$ cat config.mk
export PLATFORM = sky130hd
export DESIGN_NAME = lp_alu_ret
export DESIGN_NICKNAME = d
export VERILOG_FILES = /design/src/rtl/lp_alu_ret.sv
export SDC_FILE = /design/constraint.sdc
export NUM_CORES = 1
export LEC_CHECK = 0
export CAP_MARGIN = 30
export CELL_PAD_IN_SITES_DETAIL_PLACEMENT = 2
export CELL_PAD_IN_SITES_GLOBAL_PLACEMENT = 2
export CORE_UTILIZATION = 25
export DETAILED_ROUTE_END_ITERATION = 12
export GPL_ROUTABILITY_DRIVEN = 1
export GPL_TIMING_DRIVEN = 0
export PLACE_DENSITY_LB_ADDON = 0.1
export SYNTH_ARGS = -nofsm -noshare
export SYNTH_HDL_FRONTEND = slang
export SYNTH_SLANG_ARGS = --single-unit
$ cat constraint.sdc
create_clock -name clk -period 25.2 [get_ports clk]
set_input_delay 6.3 -clock clk [delete_from_list [all_inputs] [get_ports clk]]
set_output_delay 6.3 -clock clk [all_outputs]
set_load 0.02 [all_outputs]
$ cat src/rtl/lp_alu_ret.sv
// lp_alu_ret: power-gated ALU with a result retention register and output isolation.
//
// Single-cycle ops (ADD..SRL) finish one edge after acceptance; MUL, DIV and REM latch their
// operands and complete after MUL_LAT / DIV_LAT cycles. The retention register survives the
// ALU domain being powered down. While powered down or isolated, the result port shows the
// retained value (or ISO_VAL if nothing has been saved).
//
// Ports:
//   clk          clock, rising edge
//   rst          synchronous active-high reset
//   A, B         operands (WIDTH bits)
//   opcode       0 ADD, 1 SUB, 2 AND, 3 OR, 4 XOR, 5 NOR, 6 SLL, 7 SRL, 8 MUL, 9 DIV, 10 REM
//   start        operation request (taken only in IDLE, powered, not isolated)
//   alu_pwr_en   1 = ALU domain powered; 0 aborts work and clears the result register
//   iso_en       1 = clamp result port
//   save         copy result register into the retention register
//   restore      copy retention register back into the result register (wins over save)
//   result       isolated result port
//   result_valid one-cycle completion pulse
//   busy         multi-cycle operation in flight
//   err          one-cycle pulse on illegal opcode or divide by zero
//   ret_valid    retention register holds saved data
module lp_alu_ret #(
    parameter int unsigned      WIDTH   = 16,
    parameter int unsigned      MUL_LAT = 4,
    parameter int unsigned      DIV_LAT = 8,
    parameter logic [WIDTH-1:0] ISO_VAL = '0
) (
    input  logic             clk,
    input  logic             rst,
    input  logic [WIDTH-1:0] A,
    input  logic [WIDTH-1:0] B,
    input  logic [3:0]       opcode,
    input  logic             start,
    input  logic             alu_pwr_en,
    input  logic             iso_en,
    input  logic             save,
    input  logic             restore,
    output logic [WIDTH-1:0] result,
    output logic             result_valid,
    output logic             busy,
    output logic             err,
    output logic             ret_valid
);

    localparam int unsigned SHW = $clog2(WIDTH);

    typedef enum logic [1:0] {IDLE, MUL_EXEC, DIV_EXEC} state_t;

    state_t           r_state;
    logic [3:0]       r_cnt;
    logic [WIDTH-1:0] r_op_a;
    logic [WIDTH-1:0] r_op_b;
    logic             r_is_rem;
    logic [WIDTH-1:0] r_result;
    logic [WIDTH-1:0] r_ret;
    logic             r_ret_valid;
    logic             r_valid;
    logic             r_err;
    logic             r_busy;

    state_t           w_state_nxt;
    logic [3:0]       w_cnt_nxt;
    logic [WIDTH-1:0] w_op_a_nxt;
    logic [WIDTH-1:0] w_op_b_nxt;
    logic             w_is_rem_nxt;
    logic [WIDTH-1:0] w_result_nxt;
    logic [WIDTH-1:0] w_ret_nxt;
    logic             w_ret_valid_nxt;
    logic             w_valid_nxt;
    logic             w_err_nxt;
    logic             w_busy_nxt;

    logic [SHW-1:0]   w_shamt;
    logic [WIDTH-1:0] w_mul;
    logic             w_div0;
    logic [WIDTH-1:0] w_div_res;

    assign w_shamt = B[SHW-1:0];
    // Same-width operands and result keep only the low WIDTH bits of the product.
    assign w_mul   = r_op_a * r_op_b;
    assign w_div0  = (r_op_b == '0);

    always_comb begin
        w_div_res = '0;
        if (r_is_rem) begin
            w_div_res = w_div0 ? r_op_a : (r_op_a % r_op_b);
        end else begin
            w_div_res = w_div0 ? '1 : (r_op_a / r_op_b);
        end
    end

    always_comb begin
        w_state_nxt     = r_state;
        w_cnt_nxt       = r_cnt;
        w_op_a_nxt      = r_op_a;
        w_op_b_nxt      = r_op_b;
        w_is_rem_nxt    = r_is_rem;
        w_result_nxt    = r_result;
        w_ret_nxt       = r_ret;
        w_ret_valid_nxt = r_ret_valid;
        w_valid_nxt     = 1'b0;
        w_err_nxt       = 1'b0;
        w_busy_nxt      = r_busy;

        if (!alu_pwr_en) begin
            // Power loss: drop in-flight work and unretained state; retention is kept.
            w_state_nxt  = IDLE;
            w_cnt_nxt    = '0;
            w_busy_nxt   = 1'b0;
            w_result_nxt = '0;
        end else begin
            if (!r_busy) begin
                if (restore) begin
                    if (r_ret_valid) begin
                        w_result_nxt = r_ret;
                    end
                end else if (save) begin
                    w_ret_nxt       = r_result;
                    w_ret_valid_nxt = 1'b1;
                end
            end

            unique case (r_state)
                IDLE: begin
                    w_cnt_nxt = '0;
                    if (start && !iso_en) begin
                        case (opcode)
                            4'd0: begin w_result_nxt = A + B;         w_valid_nxt = 1'b1; end
                            4'd1: begin w_result_nxt = A - B;         w_valid_nxt = 1'b1; end
                            4'd2: begin w_result_nxt = A & B;         w_valid_nxt = 1'b1; end
                            4'd3: begin w_result_nxt = A | B;         w_valid_nxt = 1'b1; end
                            4'd4: begin w_result_nxt = A ^ B;         w_valid_nxt = 1'b1; end
                            4'd5: begin w_result_nxt = ~(A | B);      w_valid_nxt = 1'b1; end
                            4'd6: begin w_result_nxt = A << w_shamt;  w_valid_nxt = 1'b1; end
                            4'd7: begin w_result_nxt = A >> w_shamt;  w_valid_nxt = 1'b1; end
                            4'd8, 4'd9, 4'd10: begin
                                w_op_a_nxt   = A;
                                w_op_b_nxt   = B;
                                w_is_rem_nxt = (opcode == 4'd10);
                                w_busy_nxt   = 1'b1;
                                w_state_nxt  = (opcode == 4'd8) ? MUL_EXEC : DIV_EXEC;
                            end
                            default: w_err_nxt = 1'b1;
                        endcase
                    end
                end
                MUL_EXEC: begin
                    if (r_cnt == 4'(MUL_LAT - 1)) begin
                        w_result_nxt = w_mul;
                        w_valid_nxt  = 1'b1;
                        w_busy_nxt   = 1'b0;
                        w_cnt_nxt    = '0;
                        w_state_nxt  = IDLE;
                    end else begin
                        w_cnt_nxt = r_cnt + 4'd1;
                    end
                end
                DIV_EXEC: begin
                    if (r_cnt == 4'(DIV_LAT - 1)) begin
                        w_result_nxt = w_div_res;
                        w_valid_nxt  = 1'b1;
                        w_err_nxt    = w_div0;
                        w_busy_nxt   = 1'b0;
                        w_cnt_nxt    = '0;
                        w_state_nxt  = IDLE;
                    end else begin
                        w_cnt_nxt = r_cnt + 4'd1;
                    end
                end
                default: begin
                    w_state_nxt = IDLE;
                    w_busy_nxt  = 1'b0;
                    w_cnt_nxt   = '0;
                end
            endcase
        end
    end

    always_ff @(posedge clk) begin
        if (rst) begin
            r_state     <= IDLE;
            r_cnt       <= '0;
            r_op_a      <= '0;
            r_op_b      <= '0;
            r_is_rem    <= 1'b0;
            r_result    <= '0;
            r_ret       <= '0;
            r_ret_valid <= 1'b0;
            r_valid     <= 1'b0;
            r_err       <= 1'b0;
            r_busy      <= 1'b0;
        end else begin
            r_state     <= w_state_nxt;
            r_cnt       <= w_cnt_nxt;
            r_op_a      <= w_op_a_nxt;
            r_op_b      <= w_op_b_nxt;
            r_is_rem    <= w_is_rem_nxt;
            r_result    <= w_result_nxt;
            r_ret       <= w_ret_nxt;
            r_ret_valid <= w_ret_valid_nxt;
            r_valid     <= w_valid_nxt;
            r_err       <= w_err_nxt;
            r_busy      <= w_busy_nxt;
        end
    end

    assign result       = (iso_en || !alu_pwr_en) ? (r_ret_valid ? r_ret : ISO_VAL) : r_result;
    assign result_valid = r_valid;
    assign busy         = r_busy;
    assign err          = r_err;
    assign ret_valid    = r_ret_valid;

endmodule

==> results.yml, run 1 <==
worst_setup_path:
  worstPathArrival_ps: 25980
  cp_max_fo: 10
  critical_path_class: "flip-flop to flip-flop"
  slowest_stage: "or4b_4"
  cpMostUsedCell: "ha_4"
  max_stage_delay_ps: 570
  cp.required_ps: 25420
  worstSetupEndpointType: "flip-flop"
  cp-start-kind: "flip-flop"
clock_tree:
  htree_levels: 3
  clock_latency_ps: 360
  clock_sinks: 75
  cts.path.max_buffers: 2
  tritoncts: "yes"
  cts_root_buffer: "clkbuf_16"
  clk_pin_slew_ps: 70
  cts_buffers: 9
sta:
  hold_violations: 0
  fin_worst_skew_ps: 12.81
  fmax_ghz: 0.03882
  setup-violations-final: 16
  min_period_ps: 25760
  finalCritPeriodShare_pct: 102.2
  tightest_slew_ps: 1162
  fin_ws_ps: -558.2
  slew_headroom_pct: 22.47
  slew_viol_final: 0
  rsz0062_at_grt: "yes"
floorplanning:
  core_mm2: 0.07296
  fp-row-count: 99
  die_h_um: 273.4
  pin_count: 63
  die-area_mm2: 0.07476
  initial_core_util_pct: 25.25
  die_x_um: 273.4
layout:
  drive_above_1_share_pct: 26.45
  area_growth_pct: 42.78
  fin_nets: 3313
synth:
  postSynthCellCount: 2585
  synth_seq_cells: 75
  yosysWarnings: 0
  synth_edf_count: 0
  synth_top_area_cell: "ha_1"
  synth_seq_area_share_pct: 8.152
  synth_flop_cell: "dfxtp_1"
  syn-cell-area_mm2: 0.01842
  synth.top_cell.area_share_pct: 16.57
  avgSynthCellArea_um2: 7.125
  async_flop_share_pct: 0
  synth_cell_types: 93
  syn-num-nets: 2954
  synthTopCellsByArea: "ha_1, fa_1, dfxtp_1"
  synth_common_cells: "nand2_1, ha_1, nor2_1"
  synth_most_common_cell: "nand2_1"
detailed_routing:
  routed_wl_mm: 104.8
  drcViolationCount: 0
  vias: 21500
  wl_per_cell_um: 26.80
  drt_iter0_markers: 1026
  drt_pass1_iterations: 5
  vias_per_cell: 5.499
  ant_nets: 0
global_route:
  antenna_found_initial: 1
  grt_remaining_overflow: 0
  grt_pass1_wl_mm: 150.6
  grt_max_degree: 18
  grt.total_usage_pct: 26.65
  grt_pass1_vias: 23100
worst_hold_path:
  hold_path.class: "flip-flop to flip-flop"
placement:
  portBuffers: 60
  place_ws_ps: -9351
  hpwl_mm: 78.23
  place.gp.congestion: 0.8907
status:
  violations: "negative setup slack"
  outcome: "complete, but fails checks"
job:
  maxCapViolCount: 0
## stage by stage
stage               cells  instance area [um2]  utilization (%)  hold slack, ps  setup TNS (ps)
global placement     3604                20300            27.83           433.1         -139150
detailed placement   3619                20530            28.14           460.9         -143290
floorplan            2585                18500                -           417.9               0
CTS                  3834                24780            33.97           469.8          -49.45
global route         3908                26300            36.04           492.2          -19800
finish               3909                26300            36.05           464.1           -7580
## kinds of logic after synthesis
group | after synthesis | synth area share, %
multiplexers | 68 | 4.422
adder cells (fa/ha/maj) | 326 | 25.49
AND/OR/NAND/NOR | 918 | 22.82
buffers and inverters | 338 | 6.922
XOR/XNOR | 150 | 7.133
AO/OA/AOI/OAI | 710 | 25.06
flip-flops | 75 | 8.152
## cell usage in the layout (no fill, tap or decap), types with 13 or more instances in the layout
cell type        count
nand2_1            367
buf_4              252
inv_1              198
nor2_1             183
ha_1               161
a21oi_1            133
o21ai_0            124
clkbuf_1            95
xnor2_1             87
fa_1                81
ha_4                75
dfxtp_1             65
xor2_1              60
clkdlybuf4s50_1     60
nor3_1              57
nand3_1             41
o21a_1              37
a21o_1              36
mux2i_1             36
a21oi_2             34
o211ai_1            27
nand2b_1            25
and2_1              25
nor2b_1             24
or2_2               23
o21ai_2             22
buf_6               22
o21ai_1             20
a31oi_1             19
a21oi_4             17
clkbuf_16           16
a221oi_1            16
nand4_1             15
o22ai_1             15
a211oi_1            14
nor2_2              13
nand2_2             13
## cell type report
type | count | area (um2)
Clock buffer | 9 | 225.2
Timing Repair Buffer | 357 | 3126
Antenna cell | 1 | 2.502
Fill cell | 8243 | 46660
Tap cell | 959 | 1200
Inverter | 209 | 794.5
Multi-Input combinational cell | 2172 | 18650
Buffer | 120 | 724.4
Clock inverter | 7 | 52.55
Sequential cell | 75 | 1529
## flip-flops by register name, summed over array words and instances (netlist names)
register,cells
r_cnt,4
r_ret,16
result_valid,1
r_op_b,16
busy,1
r_is_rem,1
ret_valid,1
r_state,2
err,1
r_result,16
r_op_a,16
## worst max-delay path: cells and delay by family (launching register included)
| family | cells | cell delay, ps |
|---|---|---|
| adder cells (fa/ha/maj) | 15 | 3760 |
| multiplexers | 4 | 1230 |
| AND/OR/NAND/NOR | 33 | 6630 |
| AO/OA/AOI/OAI | 52 | 11040 |
| buffers and inverters | 16 | 2470 |
| flip-flops | 1 | 370 |
## repair_timing
item | in CTS | in global routing
setup buffers | 206 | 73
setup endpoints to repair | 16 | 16
gates resized for setup | 456 | 181
cloned | 2 | 1
hold buffers | 0 | 0
pin swaps | 164 | 144
endpoints found under the hold margin | 0 | 0
## path summary, 6_finish.rpt
kind | from | endpoint | slack [ps] | depth (start not counted)
worst max register to register | r_op_b[11]$_SDFFE_PP0P_ | r_result[7]$_SDFF_PP0_ | -560 | 120
worst min-delay path | r_cnt[0]$_SDFF_PP0_ | r_cnt[0]$_SDFF_PP0_ | 460 | 1
worst max-delay path | r_op_b[11]$_SDFFE_PP0P_ | r_result[7]$_SDFF_PP0_ | -560 | 120
worst min register to register | r_cnt[0]$_SDFF_PP0_ | r_cnt[0]$_SDFF_PP0_ | 460 | 1
## metal layers
metal  global-route usage [%]  up-vias  routed length, um
li1                         -     9843                  -
met1                    36.05    11130              48260
met2                    45.95      405              51180
met3                    1.746      114               2994
met4                    6.028        0               2331
met5                        0        -                  0
Power of run 1 is left out: the tool's default activity adds up to more than one toggle a clock period on the data nets, which glitch-free logic cannot reach.
==> inputs of run 2 (changes only) <==
--- a/config.mk
+++ b/config.mk
@@ -13,6 +13,7 @@
 export GPL_ROUTABILITY_DRIVEN = 1
 export GPL_TIMING_DRIVEN = 0
 export PLACE_DENSITY_LB_ADDON = 0.1
+export SKIP_CTS_REPAIR_TIMING = 1
 export SYNTH_ARGS = -nofsm -noshare
 export SYNTH_HDL_FRONTEND = slang
 export SYNTH_SLANG_ARGS = --single-unit
==> run 2 against run 1 <==
Critical path type unchanged. The run still ends with negative setup slack left. Maximum frequency down 1.9%. Global-route usage down 1.9 points. Clock-buffer cell count unchanged. Via count down 3.1%. Wire length down 4.9%. First-iteration DRC count down 1.2%. Worst hold slack better by 0.98 ps. Utilization down 2.1 points. Non-clock buffer count down 104.
==> results.yml, run 2 (synthesized netlist as in run 1, its figures left out) <==
layout:
  fill_cells: 8353
  drive_above_1_share_pct: 21.48
  final_common_cell: "nand2_1"
  ff_latch_area_mm2: 0.001519
  multi_input_area_mm2: 0.01802
  fin_nets: 3209
  final_cell_mix: "nand2_1, inv_1, nor2_1"
  design_area_mm2: 0.02480
  diodes: 0
  area_growth_pct: 34.65
clock_tree:
  cts_buffers: 9
  clk_pin_slew_ps: 60
  cts_root_buffer: "clkbuf_16"
  htree_levels: 3
  clock_latency_ps: 360
  clock_sinks: 75
  tritoncts: "yes"
  cts.path.max_buffers: 2
floorplanning:
  pin_count: 63
  die_x_um: 273.4
  core_mm2: 0.07296
  initial_core_util_pct: 25.25
  die-area_mm2: 0.07476
  fp-row-count: 99
  die_h_um: 273.4
detailed_routing:
  drt_iter0_markers: 1014
  drcViolationCount: 0
  ant_nets: 0
  vias: 20830
  vias_per_cell: 5.477
  wl_per_cell_um: 26.20
  drt_pass1_iterations: 5
  routed_wl_mm: 99.66
worst_setup_path:
  cp.required_ps: 25410
  crit_buf_inv: 13
  cpMostUsedCell: "ha_4"
  critical_path_class: "flip-flop to flip-flop"
  cp-start-kind: "flip-flop"
  cp_max_fo: 8
  worstPathArrival_ps: 26460
  r2r_setup_slack_ps: -1050
  max_stage_delay_ps: 620
  crit_family: "compound AO/OA/AOI/OAI gates"
  slowest_stage: "or4b_4"
  worstSetupEndpointType: "flip-flop"
sta:
  min_period_ps: 26250
  fin_ws_ps: -1051
  fmax_ghz: 0.03809
  fin_worst_skew_ps: 10.54
  slew_headroom_pct: 19.40
  setup-violations-final: 16
  rsz0062_at_grt: "yes"
  slew_viol_final: 0
  tightest_slew_ps: 1208
  finalCritPeriodShare_pct: 104.2
  hold_violations: 0
global_route:
  grt_remaining_overflow: 0
  grt.total_usage_pct: 24.77
  grt_max_degree: 18
  grt_pass1_wl_mm: 139.9
  antenna_found_initial: 2
  grt_pass1_vias: 21350
worst_hold_path:
  hold_path.class: "flip-flop to flip-flop"
placement:
  place.gp.congestion: 0.8907
  portBuffers: 60
  hpwl_mm: 78.23
  dpl_cell_area_mm2: 0.02053
status:
  outcome: "complete, but fails checks"
  violations: "negative setup slack"
job:
  maxCapViolCount: 0
run 2: layout make-up:
| class | count | share of cell area [%] |
|---|---|---|
| buffer | 121 | 2.654 |
| clock buffer | 9 | 0.9081 |
| clock inverter | 7 | 0.2119 |
| inverter | 209 | 3.188 |
| multi-input combinational | 2172 | 72.65 |
| sequential | 75 | 6.125 |
| tap | 959 | 4.838 |
| timing repair buffer | 252 | 9.424 |
run 2: worst reg2reg max path, delay by kind of cell (launching register included):
| family | cells | cell delay [ps] |
|---|---|---|
| AO/OA/AOI/OAI | 49 | 10610 |
| multiplexers | 3 | 1020 |
| buffers and inverters | 13 | 2070 |
| flip-flops | 1 | 380 |
| adder cells (fa/ha/maj) | 15 | 4190 |
| AND/OR/NAND/NOR | 39 | 7850 |
run 2: worst paths after layout:
kind                                from                     end  depth (start not counted)
setup / recovery  r_op_b[4]$_SDFFE_PP0P_  r_result[0]$_SDFF_PP0_                        119
hold / removal       r_cnt[0]$_SDFF_PP0_     r_cnt[0]$_SDFF_PP0_                          1
setup reg to reg  r_op_b[4]$_SDFFE_PP0P_  r_result[0]$_SDFF_PP0_                        119
hold reg to reg      r_cnt[0]$_SDFF_PP0_     r_cnt[0]$_SDFF_PP0_                          1
run 2: per-stage QoR:
step                utilization (%)  cells  hold WS (ps)  worst slack, ps  setup TNS [ps]
floorplan                         -   2585         417.9            24.61               0
global placement              27.83   3604         433.1            -9071         -139150
detailed placement            28.14   3619         460.9            -9351         -143290
CTS                           28.52   3635         469.8            -9471         -145290
global route                  33.99   3804         492.2            -2012          -30570
finish                        33.99   3804         465.1            -1051          -15060
run 2: per-layer routing:
| metal | wire length [um] | global-route usage, % | part of all wire [%] | up-vias |
|---|---|---|---|---|
| met5 | 0 | 0 | 0 | - |
| met4 | 2000 | 3.440 | 2.0 | 0 |
| met3 | 2177 | 1.254 | 2.2 | 94 |
| met2 | 48150 | 42.43 | 48 | 310 |
| met1 | 47330 | 34.75 | 47 | 10790 |
| li1 | - | - | - | 9635 |
Power of run 2 is left out for the same reason.
==> inputs of run 3 (changes only) <==
--- a/config.mk
+++ b/config.mk
@@ -9,6 +9,7 @@
 export CELL_PAD_IN_SITES_DETAIL_PLACEMENT = 2
 export CELL_PAD_IN_SITES_GLOBAL_PLACEMENT = 2
 export CORE_UTILIZATION = 25
+export CTS_CLUSTER_DIAMETER = 100
 export DETAILED_ROUTE_END_ITERATION = 12
 export GPL_ROUTABILITY_DRIVEN = 1
 export GPL_TIMING_DRIVEN = 0
==> results of run 3 <==
Final layout, timing and power as in run 2 (identical DEF).
Power of run 3 is left out for the same reason.
